$ cat config.mk
export PLATFORM = sky130hd
export DESIGN_NAME = set_query_dispatcher
export DESIGN_NICKNAME = d
export VERILOG_FILES = /design/src/rtl/set_query_dispatcher.sv
export SDC_FILE = /design/constraint.sdc
export NUM_CORES = 1
export LEC_CHECK = 0
export CAP_MARGIN = 20
export CORE_MARGIN = 5
export CORE_UTILIZATION = 59
export DETAILED_ROUTE_END_ITERATION = 10
export HOLD_SLACK_MARGIN = 0.1
export PLACE_DENSITY = 0.86
export RECOVER_POWER = 100
export SLEW_MARGIN = 20
export SYNTH_ARGS = -nofsm -noshare
export SYNTH_HDL_FRONTEND = slang
export SYNTH_SLANG_ARGS = --single-unit
$ cat constraint.sdc
create_clock -name clk -period 4.3 [get_ports clk]
set_input_delay 0.86 -clock clk [delete_from_list [all_inputs] [get_ports clk]]
set_output_delay 0.86 -clock clk [all_outputs]
set_load 0.005 [all_outputs]
$ cat src/rtl/set_query_dispatcher.sv
// Command front-end for the SET point-counting engine.
// Queues set queries in a small FIFO, issues them one at a time to SET over its
// en/busy/valid handshake, and returns each count with its caller tag over a
// valid/ready result port. At most one query is in flight plus one held result.
//
// Ports:
//   clk, rst           clock (rising edge), synchronous active-high reset
//   i_cmd_*            command input: valid, central {xa,ya,xb,yb,xc,yc}, radius {ra,rb,rc}, mode, tag
//   o_cmd_ready        FIFO can accept a command (not full)
//   o_set_en           one-cycle start pulse to SET
//   o_set_central/radius/mode  registered query payload to SET
//   i_set_busy         SET busy
//   i_set_valid        SET done pulse, qualifies i_set_candidate
//   i_set_candidate    SET count
//   o_res_valid        result held until accepted with i_res_ready
//   o_res_count        candidate count (0 on timeout)
//   o_res_tag          tag of the completed command
//   o_res_err          1 when the query timed out

package set_query_dispatcher_pkg;
    localparam int unsigned CENTRAL_W = 24;
    localparam int unsigned RADIUS_W  = 12;
    localparam int unsigned MODE_W    = 2;
    localparam int unsigned COUNT_W   = 8;

    typedef struct packed {
        logic [CENTRAL_W-1:0] central;
        logic [RADIUS_W-1:0]  radius;
        logic [MODE_W-1:0]    mode;
    } set_query_t;

    typedef enum logic [1:0] {
        S_IDLE  = 2'd0,
        S_ISSUE = 2'd1,
        S_WAIT  = 2'd2
    } state_t;
endpackage

module set_query_dispatcher
    import set_query_dispatcher_pkg::*;
#(
    parameter int unsigned DEPTH   = 4,
    parameter int unsigned TAG_W   = 4,
    parameter int unsigned TIMEOUT = 80
) (
    input  logic                 clk,
    input  logic                 rst,
    input  logic                 i_cmd_valid,
    output logic                 o_cmd_ready,
    input  logic [CENTRAL_W-1:0] i_cmd_central,
    input  logic [RADIUS_W-1:0]  i_cmd_radius,
    input  logic [MODE_W-1:0]    i_cmd_mode,
    input  logic [TAG_W-1:0]     i_cmd_tag,
    output logic                 o_set_en,
    output logic [CENTRAL_W-1:0] o_set_central,
    output logic [RADIUS_W-1:0]  o_set_radius,
    output logic [MODE_W-1:0]    o_set_mode,
    input  logic                 i_set_busy,
    input  logic                 i_set_valid,
    input  logic [COUNT_W-1:0]   i_set_candidate,
    output logic                 o_res_valid,
    input  logic                 i_res_ready,
    output logic [COUNT_W-1:0]   o_res_count,
    output logic [TAG_W-1:0]     o_res_tag,
    output logic                 o_res_err
);

    localparam int unsigned PTR_W  = $clog2(DEPTH);
    localparam int unsigned FILL_W = PTR_W + 1;
    localparam int unsigned CNT_W  = $clog2(TIMEOUT);

    // FIFO storage and bookkeeping
    set_query_t             r_mem     [DEPTH];
    logic [TAG_W-1:0]       r_tag_mem [DEPTH];
    logic [PTR_W-1:0]       r_wr_ptr;
    logic [PTR_W-1:0]       r_rd_ptr;
    logic [FILL_W-1:0]      r_fill;
    logic                   r_full;

    // FSM and datapath registers
    state_t                 r_state;
    state_t                 w_state_next;
    logic                   r_set_en;
    set_query_t             r_set;
    logic [TAG_W-1:0]       r_pend_tag;
    logic [CNT_W-1:0]       r_wait_cnt;
    logic                   r_res_valid;
    logic [COUNT_W-1:0]     r_res_count;
    logic [TAG_W-1:0]       r_res_tag;
    logic                   r_res_err;

    logic                   w_push;
    logic                   w_pop;
    logic                   w_capture;
    logic                   w_timeout;
    logic                   w_empty;
    logic [FILL_W-1:0]      w_fill_next;
    set_query_t             w_cmd;

    always_comb begin
        w_cmd         = '0;
        w_cmd.central = i_cmd_central;
        w_cmd.radius  = i_cmd_radius;
        w_cmd.mode    = i_cmd_mode;
    end

    // Push is gated only by the registered full flag; a same-cycle pop does not make room.
    assign w_push      = i_cmd_valid & ~r_full;
    assign w_empty     = (r_fill == '0);
    assign w_fill_next = r_fill + FILL_W'(w_push) - FILL_W'(w_pop);

    // FIFO payload write (no reset needed; validity is tracked by the pointers)
    always_ff @(posedge clk) begin
        if (w_push) begin
            r_mem[r_wr_ptr]     <= w_cmd;
            r_tag_mem[r_wr_ptr] <= i_cmd_tag;
        end
    end

    // Next-state and control strobes
    always_comb begin
        w_state_next = r_state;
        w_pop        = 1'b0;
        w_capture    = 1'b0;
        w_timeout    = 1'b0;
        case (r_state)
            S_IDLE: begin
                // Hold off while a result is still waiting, keeping one result slot only.
                if (!w_empty && !r_res_valid && !i_set_busy) begin
                    w_pop        = 1'b1;
                    w_state_next = S_ISSUE;
                end
            end
            S_ISSUE: begin
                w_state_next = S_WAIT;
            end
            S_WAIT: begin
                if (i_set_valid) begin
                    w_capture    = 1'b1;
                    w_state_next = S_IDLE;
                end else if (r_wait_cnt == CNT_W'(TIMEOUT - 1)) begin
                    w_timeout    = 1'b1;
                    w_state_next = S_IDLE;
                end
            end
            default: begin
                w_state_next = S_IDLE;
            end
        endcase
    end

    // State, FIFO pointers, issue payload, wait counter and result registers
    always_ff @(posedge clk) begin
        if (rst) begin
            r_state     <= S_IDLE;
            r_wr_ptr    <= '0;
            r_rd_ptr    <= '0;
            r_fill      <= '0;
            r_full      <= 1'b0;
            r_set_en    <= 1'b0;
            r_set       <= '0;
            r_pend_tag  <= '0;
            r_wait_cnt  <= '0;
            r_res_valid <= 1'b0;
            r_res_count <= '0;
            r_res_tag   <= '0;
            r_res_err   <= 1'b0;
        end else begin
            r_state  <= w_state_next;
            r_fill   <= w_fill_next;
            r_full   <= (w_fill_next == FILL_W'(DEPTH));
            // set_en is high exactly while the FSM sits in S_ISSUE
            r_set_en <= w_pop;

            if (w_push) begin
                r_wr_ptr <= r_wr_ptr + PTR_W'(1);
            end
            if (w_pop) begin
                r_rd_ptr   <= r_rd_ptr + PTR_W'(1);
                r_set      <= r_mem[r_rd_ptr];
                r_pend_tag <= r_tag_mem[r_rd_ptr];
            end

            if (r_state == S_ISSUE) begin
                r_wait_cnt <= '0;
            end else if (r_state == S_WAIT) begin
                r_wait_cnt <= r_wait_cnt + CNT_W'(1);
            end

            if (w_capture) begin
                r_res_valid <= 1'b1;
                r_res_count <= i_set_candidate;
                r_res_tag   <= r_pend_tag;
                r_res_err   <= 1'b0;
            end else if (w_timeout) begin
                r_res_valid <= 1'b1;
                r_res_count <= '0;
                r_res_tag   <= r_pend_tag;
                r_res_err   <= 1'b1;
            end else if (r_res_valid && i_res_ready) begin
                r_res_valid <= 1'b0;
            end
        end
    end

    assign o_cmd_ready   = ~r_full;
    assign o_set_en      = r_set_en;
    assign o_set_central = r_set.central;
    assign o_set_radius  = r_set.radius;
    assign o_set_mode    = r_set.mode;
    assign o_res_valid   = r_res_valid;
    assign o_res_count   = r_res_count;
    assign o_res_tag     = r_res_tag;
    assign o_res_err     = r_res_err;

endmodule
### Yosys cells after proc, flatten, opt, wreduce, memory -nomap -nowiden

Memory sizes are Yosys's and may differ from the RTL's. A register that Yosys moved wholly into a read port is not among the register bits.
Cells that the tools add are included.

* output and inout port bits: 54
* word-level logic and storage cells: 59
* RAM bits: 168
* memories: 2
* bits in registers: 32

Memories
* r_mem: depth 4, bits a word 38, read ports 1, clocked after Yosys merged registers in 1, wr ports 1, line 73 `set_query_t r_mem [DEPTH];`
* r_tag_mem: depth 4, bits a word 4, read ports 1, clocked after Yosys merged registers in 1, wr ports 1, line 74 `logic [TAG_W-1:0] r_tag_mem [DEPTH];`

* eq/ne operators: 6
* add/subtract/negate cells: 5
* multiplexer cells: 20
* bitwise operators: 2
* reductions and logical operators: 13

Operators by type and width (count)
* $mux W8: 2
* $mux W1: 12
* $mux W4: 2
* $add A7 B1 Y7 const B: 1
* $eq A7 B7 Y1 const B: 1
* $mux W2: 3
* $pmux W2 S3: 1
* $add A2 B1 Y2 const B: 2
* $reduce_or A2 Y1: 2
* $add A3 B1 Y3: 1
* $eq A3 B3 Y1 const B: 1
* $logic_and A1 B1 Y1: 3
* $logic_not A1 Y1: 3
* $logic_not A3 Y1: 1
* $ne A3 B3 Y1 const B: 1
* $reduce_bool A3 Y1: 1
* $sub A3 B1 Y3: 1
* $eq A2 B1 Y1 const B: 1
* $eq A2 B2 Y1 const B: 1
* $logic_not A2 Y1: 1
* $ne A2 B2 Y1 const B: 1
* $reduce_and A2 Y1: 1
* $reduce_bool A2 Y1: 1
* $and A1 B1 Y1: 1
* $not A1 Y1: 1

### Depth between registers and ports, before layout

Gate-level depths: netlist of run 1.

* depth after elaboration: 8
* depth in mapped cells: 10
* mapped depth without buffers: 9

### Worst setup path after synthesis of run 1

Ideal clock, no wire load.

* kind: input port to flip-flop
* from: in i_set_busy
* to: reg r_full
* data arrival time: 2685 ps
* stages: 10
* slack: 1481 ps
* cell sequence: or4_1 -> buf_2 -> nor2_2 -> ha_1 -> inv_1 -> ha_1 -> fa_1 -> xnor2_1 -> xnor2_1 -> nor4_1

* word-level cells in the longest chain between the ends: 6

Ends and longest elaborated chain
* start, declared: line 58 `input logic i_set_busy,`
* $logic_not A1 Y1: line 129 `if (!w_empty && !r_res_valid && !i_set_busy) begin`
* $logic_and A1 B1 Y1: line 129
* $mux W1: line 129
* $mux W1: line 126 `case (r_state)`
* named net w_pop: line 93 `logic w_pop;`
* $sub A3 B1 Y3: line 110 `assign w_fill_next = r_fill + FILL_W'(w_push) - FILL_W'(w_pop);`
* $eq A3 B3 Y1: line 171 `r_full <= (w_fill_next == FILL_W'(DEPTH));`
* end signal, assigned: line 171
* end, declared: line 78 `logic r_full;`

The timed path passes the listed nets, and every way through them passes these cells.
A chain may end at the register's enable or synchronous reset.

### Final worst setup path of run 1

* from: in i_cmd_valid
* to: mem r_mem[0][32] in the netlist's numbering (enable)

* word-level cells in the longest chain between the ends: 3

Ends and longest elaborated chain
* start, declared: line 48 `input logic i_cmd_valid,`
* $and A1 B1 Y1: line 108 `assign w_push = i_cmd_valid & ~r_full;`
* $mux W1: line 114 `if (w_push) begin`
* $mux W1 (implied by the code): line 115 `r_mem[r_wr_ptr] <= w_cmd;`
* end, declared: line 73

No other way between the ends.

==> results of run 1 <==
-- worst reg2reg max path, cell delays in order, from the launching register on --
cell and delay [ns]:
dfxtp_1 0.32, nor2b_1 0.37, and2_0 1.20, buf_4 0.51
-- through the flow --
stage | instance area, sq um | instances | util | power [mW] | worst slack [ns]
after floorplan | 9074 | 568 | - | 3.946 | 1.481
after global placement | 10290 | 831 | 0.6796 | 4.427 | 1.004
after detailed placement | 10290 | 831 | 0.6796 | 4.507 | 0.8945
after CTS | 11060 | 873 | 0.7304 | 6.567 | 1.380
after global routing | 11040 | 874 | 0.7289 | 6.773 | 0.8040
final | 11040 | 874 | 0.7289 | 6.481 | 0.9909
-- area by class of cell --
| type | count | area [sq um] |
|---|---|---|
| sequential | 242 | 6531 |
| fill | 904 | 4106 |
| multi-input combinational | 275 | 2338 |
| timing repair buffer | 117 | 1130 |
| clock buffer | 27 | 590.6 |
| tap | 188 | 235.2 |
| clock inverter | 15 | 177.7 |
| inverter | 9 | 33.78 |
| antenna | 1 | 2.502 |
-- cell families (layout without fill, tap and decap cells) --
family	after synthesis	after routing	share of synthesized area
AOI/OAI and AO/OA	118	118	0.07143
DFF	242	242	0.7192
muxes	47	47	0.1098
xor gates and xnor gates	3	3	0.002896
adders and majority gates	8	8	0.01186
and+or+nand+nor	99	99	0.06067
other	0	1	0
buffers and inverters	51	168	0.02413
-- metal layers --
layer	part of all wire	global-route usage	vias to the layer above
met4	0.029	0.07014	4
met2	0.51	0.3737	252
met5	0.0010	0	-
met3	0.078	0.05026	50
li1	-	-	2394
met1	0.39	0.2816	2670
-- final timing paths --
path,from,to,slack [ns],cells past startpoint
min,o_res_tag[2]$_SDFFE_PP0P_,o_res_tag[2]$_SDFFE_PP0P_,0.47,2
max,i_cmd_valid,r_mem[0][32]$_DFFE_PP_,0.99,4
max reg2reg,r_full$_SDFF_PP0_,r_mem[0][32]$_DFFE_PP_,1.56,3
min reg2reg,o_res_tag[2]$_SDFFE_PP0P_,o_res_tag[2]$_SDFFE_PP0P_,0.47,2
-- where the power goes --
| part | total [mW] | internal, mW | switching [mW] |
|---|---|---|---|
| logic | 1.31 | 0.597 | 0.710 |
| registers | 3.12 | 2.89 | 0.232 |
| clock network | 2.06 | 1.23 | 0.830 |
| total | 6.48 | 4.71 | 1.77 |
-- placed cells by master (no fill, tap or decap), types with 2 or more instances in the layout --
cell,instances
clkdlybuf4s50_1,10
a21oi_1,56
o21a_1,2
nand3b_1,3
edfxtp_1,168
clkbuf_1,9
mux2i_1,5
ha_1,7
nand2_1,11
dlygate4sd3_1,98
clkbuf_16,23
buf_4,4
clkinv_2,6
o211ai_1,9
bufinv_16,4
nor3_1,2
and2_2,3
or3_1,3
dfxtp_1,72
o21ai_0,38
nand3_1,41
inv_1,9
o21ai_1,4
xnor2_1,3
or4_1,3
o31ai_1,2
clkinv_1,3
nor2_1,7
o2bb2ai_1,4
mux4_2,42
nand2b_1,13
nor2b_1,3
-- cell usage after synthesis --
cell,n,area (sq um)
nor2_1,6,22.52
nand4b_1,1,8.760
nand3_1,41,205.2
nand4bb_1,1,11.26
nor3_1,1,5.000
nand2_1,11,41.29
nand2b_1,13,81.33
mux2i_1,5,50.05
nand3b_1,3,22.52
buf_1,2,7.510
nor2_2,1,6.260
nor3b_1,1,7.510
dfxtp_1,74,1481
nor4_1,2,12.51
xnor2_1,3,26.28
nor2b_1,3,18.77
a21oi_1,56,280.3
buf_4,5,37.54
edfxtp_1,168,5045
o21ai_0,38,190.2
clkbuf_1,28,105.1
ha_1,7,87.58
o31ai_1,2,15.01
and2_1,4,25.02
inv_1,9,33.78
o21a_1,2,15.01
mux4_2,42,945.9
buf_2,7,35.03
or4_1,3,22.52
a31o_1,1,8.760
a21o_1,1,7.510
nor3_2,2,20.02
o2bb2ai_1,4,35.03
a311oi_1,1,8.760
fa_1,1,20.02
or2_2,1,6.260
o211ai_1,9,67.56
or3_1,4,25.02
and3b_1,1,8.760
o21ai_1,4,20.02
-- state kept, by name, summed over array words and instances (netlist names) --
| register | count |
|---|---|
| o_set_mode | 2 |
| o_res_valid | 1 |
| r_state | 2 |
| o_set_en | 1 |
| r_mem | 152 |
| r_tag_mem | 16 |
| o_res_err | 1 |
| o_set_radius | 12 |
| r_wait_cnt | 7 |
| r_wr_ptr | 2 |
| r_full | 1 |
| o_set_central | 24 |
| r_rd_ptr | 2 |
| o_res_tag | 4 |
| r_fill | 3 |
| o_res_count | 8 |
| r_pend_tag | 4 |
==> results.md, run 1 <==
* Setup violators final at 0
* Antenna-violating nets left at 0
* Vias in the first global route at approximately 5,700
* Cell area after synthesis at between 9000 and 10,000 sq um
* Share of layout cells above drive strength 1 at 0.1314
* GR Util All Layers at 0.2187
* Core Region at 15,150 sq um
* Max Fclk at 302.2 MHz
* Crit-path leading delay family: simple AND/OR/NAND/NOR gates
* DIE WIDTH at 134.0 um
* First-pass GRT wire length at 30,790 um
* Synth cell types at 40
* H-tree levels at 1
* Initial DRT Pass Iterations at 5
* Max Cap Viol at 4
* I/O Pins at 110
* Final hold vios at 0
* Unrepaired setup endpoints after global routing: no
* CTS tree: built
* Die Y-Extent at 134.0 um
* Startpoint types: input pin
* Global placer's final weighted congestion at 0.7333
* Synth Register Bits at 242
* Initial antenna violation count at 3
* Failing checks: max-capacitance violations, max-slew violations
* Crit path DAT at around 3.5 ns
* Hold WS at 0.4717 ns
* Final nets at 732
* Die ar. at 17,960 sq um
* Vias at 5,370
* PwrDens at 587.1 nW/um^2
* LEAKAGE at 3.716 nW
* Crit Path Category: input pin to flop
* Synth-to-layout area growth at 21.66%
* YS warnings at 0
* Worst-path maximum fanout at 23
* Sequential share of the synthesized area at 0.7192
* Initial core utilization at 0.5991
* Run status: complete, but fails checks
* # DRC at 0
* Post-CTS setup repair buffer count at 0
* Clk_lat worst skew at 0.51 ns
* Congestion Overflow GR at 0
* CTS resizes at 0
* Bufs on Longest Clock Path at 3
* # rows at 45
* Setup TNS at 0 ns
* Crit path buffers/inverters at 2
* Synth Area per Inst at 15.97 sq um
* Aggregate routed wire length at around 19,000 um
* Worst EP required at 4.47 ns
* CP max stage cell: and2_0
* Vias per std cell at 6.144
* Synth Net Count at 632
* Clock root buffer: clkbuf_16
* Sink Count at approximately 240
* DR WL/cell at 22.16 um
* CP endpoint kind: flop
* Worst path cell trace: dlygate4sd3_1 > nor2b_1 > and2_0 > buf_4
* Tcrit/Tclk final at 0.7695
* Pins Over Slew Limit at 143
* Max-Slew Margin vs Limit at -0.1176
* Clock slew at reported path FFs at 0.06 ns
* Post-synthesis cell count at 568
* Final HPWL DP at roughly 12,000 um
* Pin count of the biggest net entering global routing at 47
* Tmin final at ~3.3 ns
* Worst Max-Slew Pin Slew at 1.676 ns
* CP max stage delay at 1.20 ns
* Port Buffer Count at 109
* Class of the worst hold path: flop to flop
* Num CTS Buffers at 23
* Max Clock Skew at 0.01282 ns
* Max IR drop VDD at 0.3659 mV
* Hold buffer count at cts at 0
* DRT iter0 DRCs at 473
(Power assumes the default switching activity.)
==> run 2: changes to the inputs <==
- CORE_UTILIZATION: 59 -> 55
- PLACE_DENSITY: 0.86 -> 0.81
- clock period: 4.3 -> 3.1 ns (I/O delays scaled with it)
==> results.md, run 2 (synthesis gave the netlist of run 1 again) <==
* Run status: complete, but fails checks
* Failing checks: max-capacitance violations, max-slew violations
* Post-layout util at 0.6810
* Num CTS Buffers at 24
* Min-delay src: o_set_radius[5]$_SDFFE_PP0P_
* Hold buffer count at cts at 0
* # rows at between 40 and 50
* Hold EP: o_set_radius[5]$_SDFFE_PP0P_
* Finished Layout Cells at approximately 910
* Crit Path Category: input pin to flop
* DIE WIDTH at 138.4 um
* DRT iter0 DRCs at 348
* Max Fclk at 367.5 MHz
* Bufs on Longest Clock Path at 3
* Tcrit/Tclk final at 0.8779
* Worst-path maximum fanout at 2
* Vias at 5,331
* Max-Slew Margin vs Limit at -0.3019
* LEAKAGE at roughly 3.8 nW
* CP max stage cell: or4_2
* Clock slew at reported path FFs at 0.06 ns
* Max Clock Skew at between 0.01 and 0.015 ns
* Initial core utilization at 0.5530
* CTS resizes at 0
* Aggregate routed wire length at between 15,000 and 20,000 um
* Power after layout at 9.060 mW
* Antenna-violating nets left at 0
* Global placer's final weighted congestion at 0.7417
* Fill count at 1,084
* Worst path cell trace: clkdlybuf4s50_1 > or4_2 > nor2_1 > ha_1 > inv_1 > ha_1 > fa_1 > xnor2_1 > xnor2_1 > nor4_1
* Congestion Overflow GR at 0
* Class of the worst hold path: flop to flop
* Initial antenna violation count at 3
* Initial DRT Pass Iterations at 5
* Final hold vios at 0
* Hold path cells at 2
* Synth-to-layout area growth at 23.14%
* R2r setup slk at around 0.4 ns
* Vias per std cell at 5.833
* PwrDens at a little over 800 nW/um^2
* Vias in the first global route at 5,696
* Worst EP required at 3.39 ns
* RR Startpoint: r_state[1]$_SDFFE_PP0P_
* Max IR drop VDD at 0.4641 mV
* Worst Reg2Reg Path Length in Cells at 9
* GR Util All Layers at 0.1973
* Clk_lat worst skew at 0.51 ns
* Worst Max-Slew Pin Slew at 1.953 ns
* CP endpoint kind: flop
* Sink Count at 242
* Port Buffer Count at roughly 110
* CP max stage delay at around 0.59 ns
* Core Region at 16,410 sq um
* Crit path DAT at just over 3 ns
* Die Y-Extent at 138.4 um
* I/O Pins at 110
* Number of flip-flops in the largest register at 152
* H-tree levels at 1
* Most flop-heavy register: r_mem
* Die ar. at ~19,000 sq um
* Pin count of the biggest net entering global routing at 47
* Hold WS at 0.4773 ns
* Post-CTS setup repair buffer count at 0
* Max Cap Viol at 1
* Placed Cells at about 870
* # DRC at 0
* Share of layout cells above drive strength 1 at 0.1447
* First-pass GRT wire length at 30,390 um
* Pins Over Slew Limit at 47
* Tmin final at 2.721 ns
* Clock root buffer: clkbuf_16
* Commonest non-fill, non-tap cells in the layout: edfxtp_1, dlygate4sd3_1, dfxtp_1
* Final HPWL DP at between 10,000 and 15,000 um
* DR WL/cell at slightly above 20 um
* R2R Path End: r_full$_SDFF_PP0_
* Most common cell after layout, fill and taps aside: edfxtp_1
* Startpoint types: input pin
* Setup violators final at 0
* Unrepaired setup endpoints after global routing: no
* Final nets at 737
* CTS tree: built
==> run 2: stage by stage <==
stage                     TNS (ns)  setup slack [ns]  instance area (sq um)
after floorplan                  0            0.5208                   9074
after global placement           0           0.02420                  10450
after detailed placement   -0.1260          -0.07078                  10450
after CTS                        0            0.4299                  11260
after global routing             0            0.2421                  11170
final                            0            0.3786                  11170
==> run 2: worst max path at each step <==
stage | start | endpoint | slack, ns | cells past startpoint
5_1_grt | r_state[1]$_SDFFE_PP0P_ | r_full$_SDFF_PP0_ | 0.24 | 9
6_report | i_set_busy | r_full$_SDFF_PP0_ | 0.38 | 10
2_1_floorplan | i_set_busy | r_full$_SDFF_PP0_ | 0.52 | 10
3_5_place_dp | i_set_busy | r_full$_SDFF_PP0_ | -0.07 | 10
3_3_place_gp | i_set_busy | r_full$_SDFF_PP0_ | 0.02 | 10
4_1_cts | r_state[1]$_SDFFE_PP0P_ | r_full$_SDFF_PP0_ | 0.43 | 9
==> run 2: area by class of cell <==
class / instances / area, sq um / area share
antenna: 3 / 7.507 / 0.0006719
clock buffer: 32 / 671.9 / 0.06013
clock inverter: 12 / 131.4 / 0.01176
inverter: 9 / 33.78 / 0.003024
multi-input combinational: 275 / 2341 / 0.2095
sequential: 242 / 6531 / 0.5845
tap: 220 / 275.3 / 0.02464
timing repair buffer: 121 / 1181 / 0.1057
==> run 2: metal layers <==
layer,part of all wire,wire [um],vias to the layer above,global-route usage
li1,-,-,2416,-
met1,0.39,7324,2667,0.2469
met2,0.52,9813,209,0.3487
met3,0.070,1327,37,0.03936
met4,0.021,391,2,0.06188
met5,0.00037,7,-,0
==> run 2: power breakdown <==
group          total, mW  internal, mW  switching (mW)
Combinational       1.87         0.854            1.01
Sequential          4.29          4.01           0.278
Clock               2.90          1.77            1.13
Total               9.06          6.64            2.42
==> run 2: critical path: cells and delay by family <==
family	cells	cell delay, ns
buf+inv	2	0.48
simple gates	3	0.85
fa+ha+maj	3	0.72
xor+xnor	2	0.36
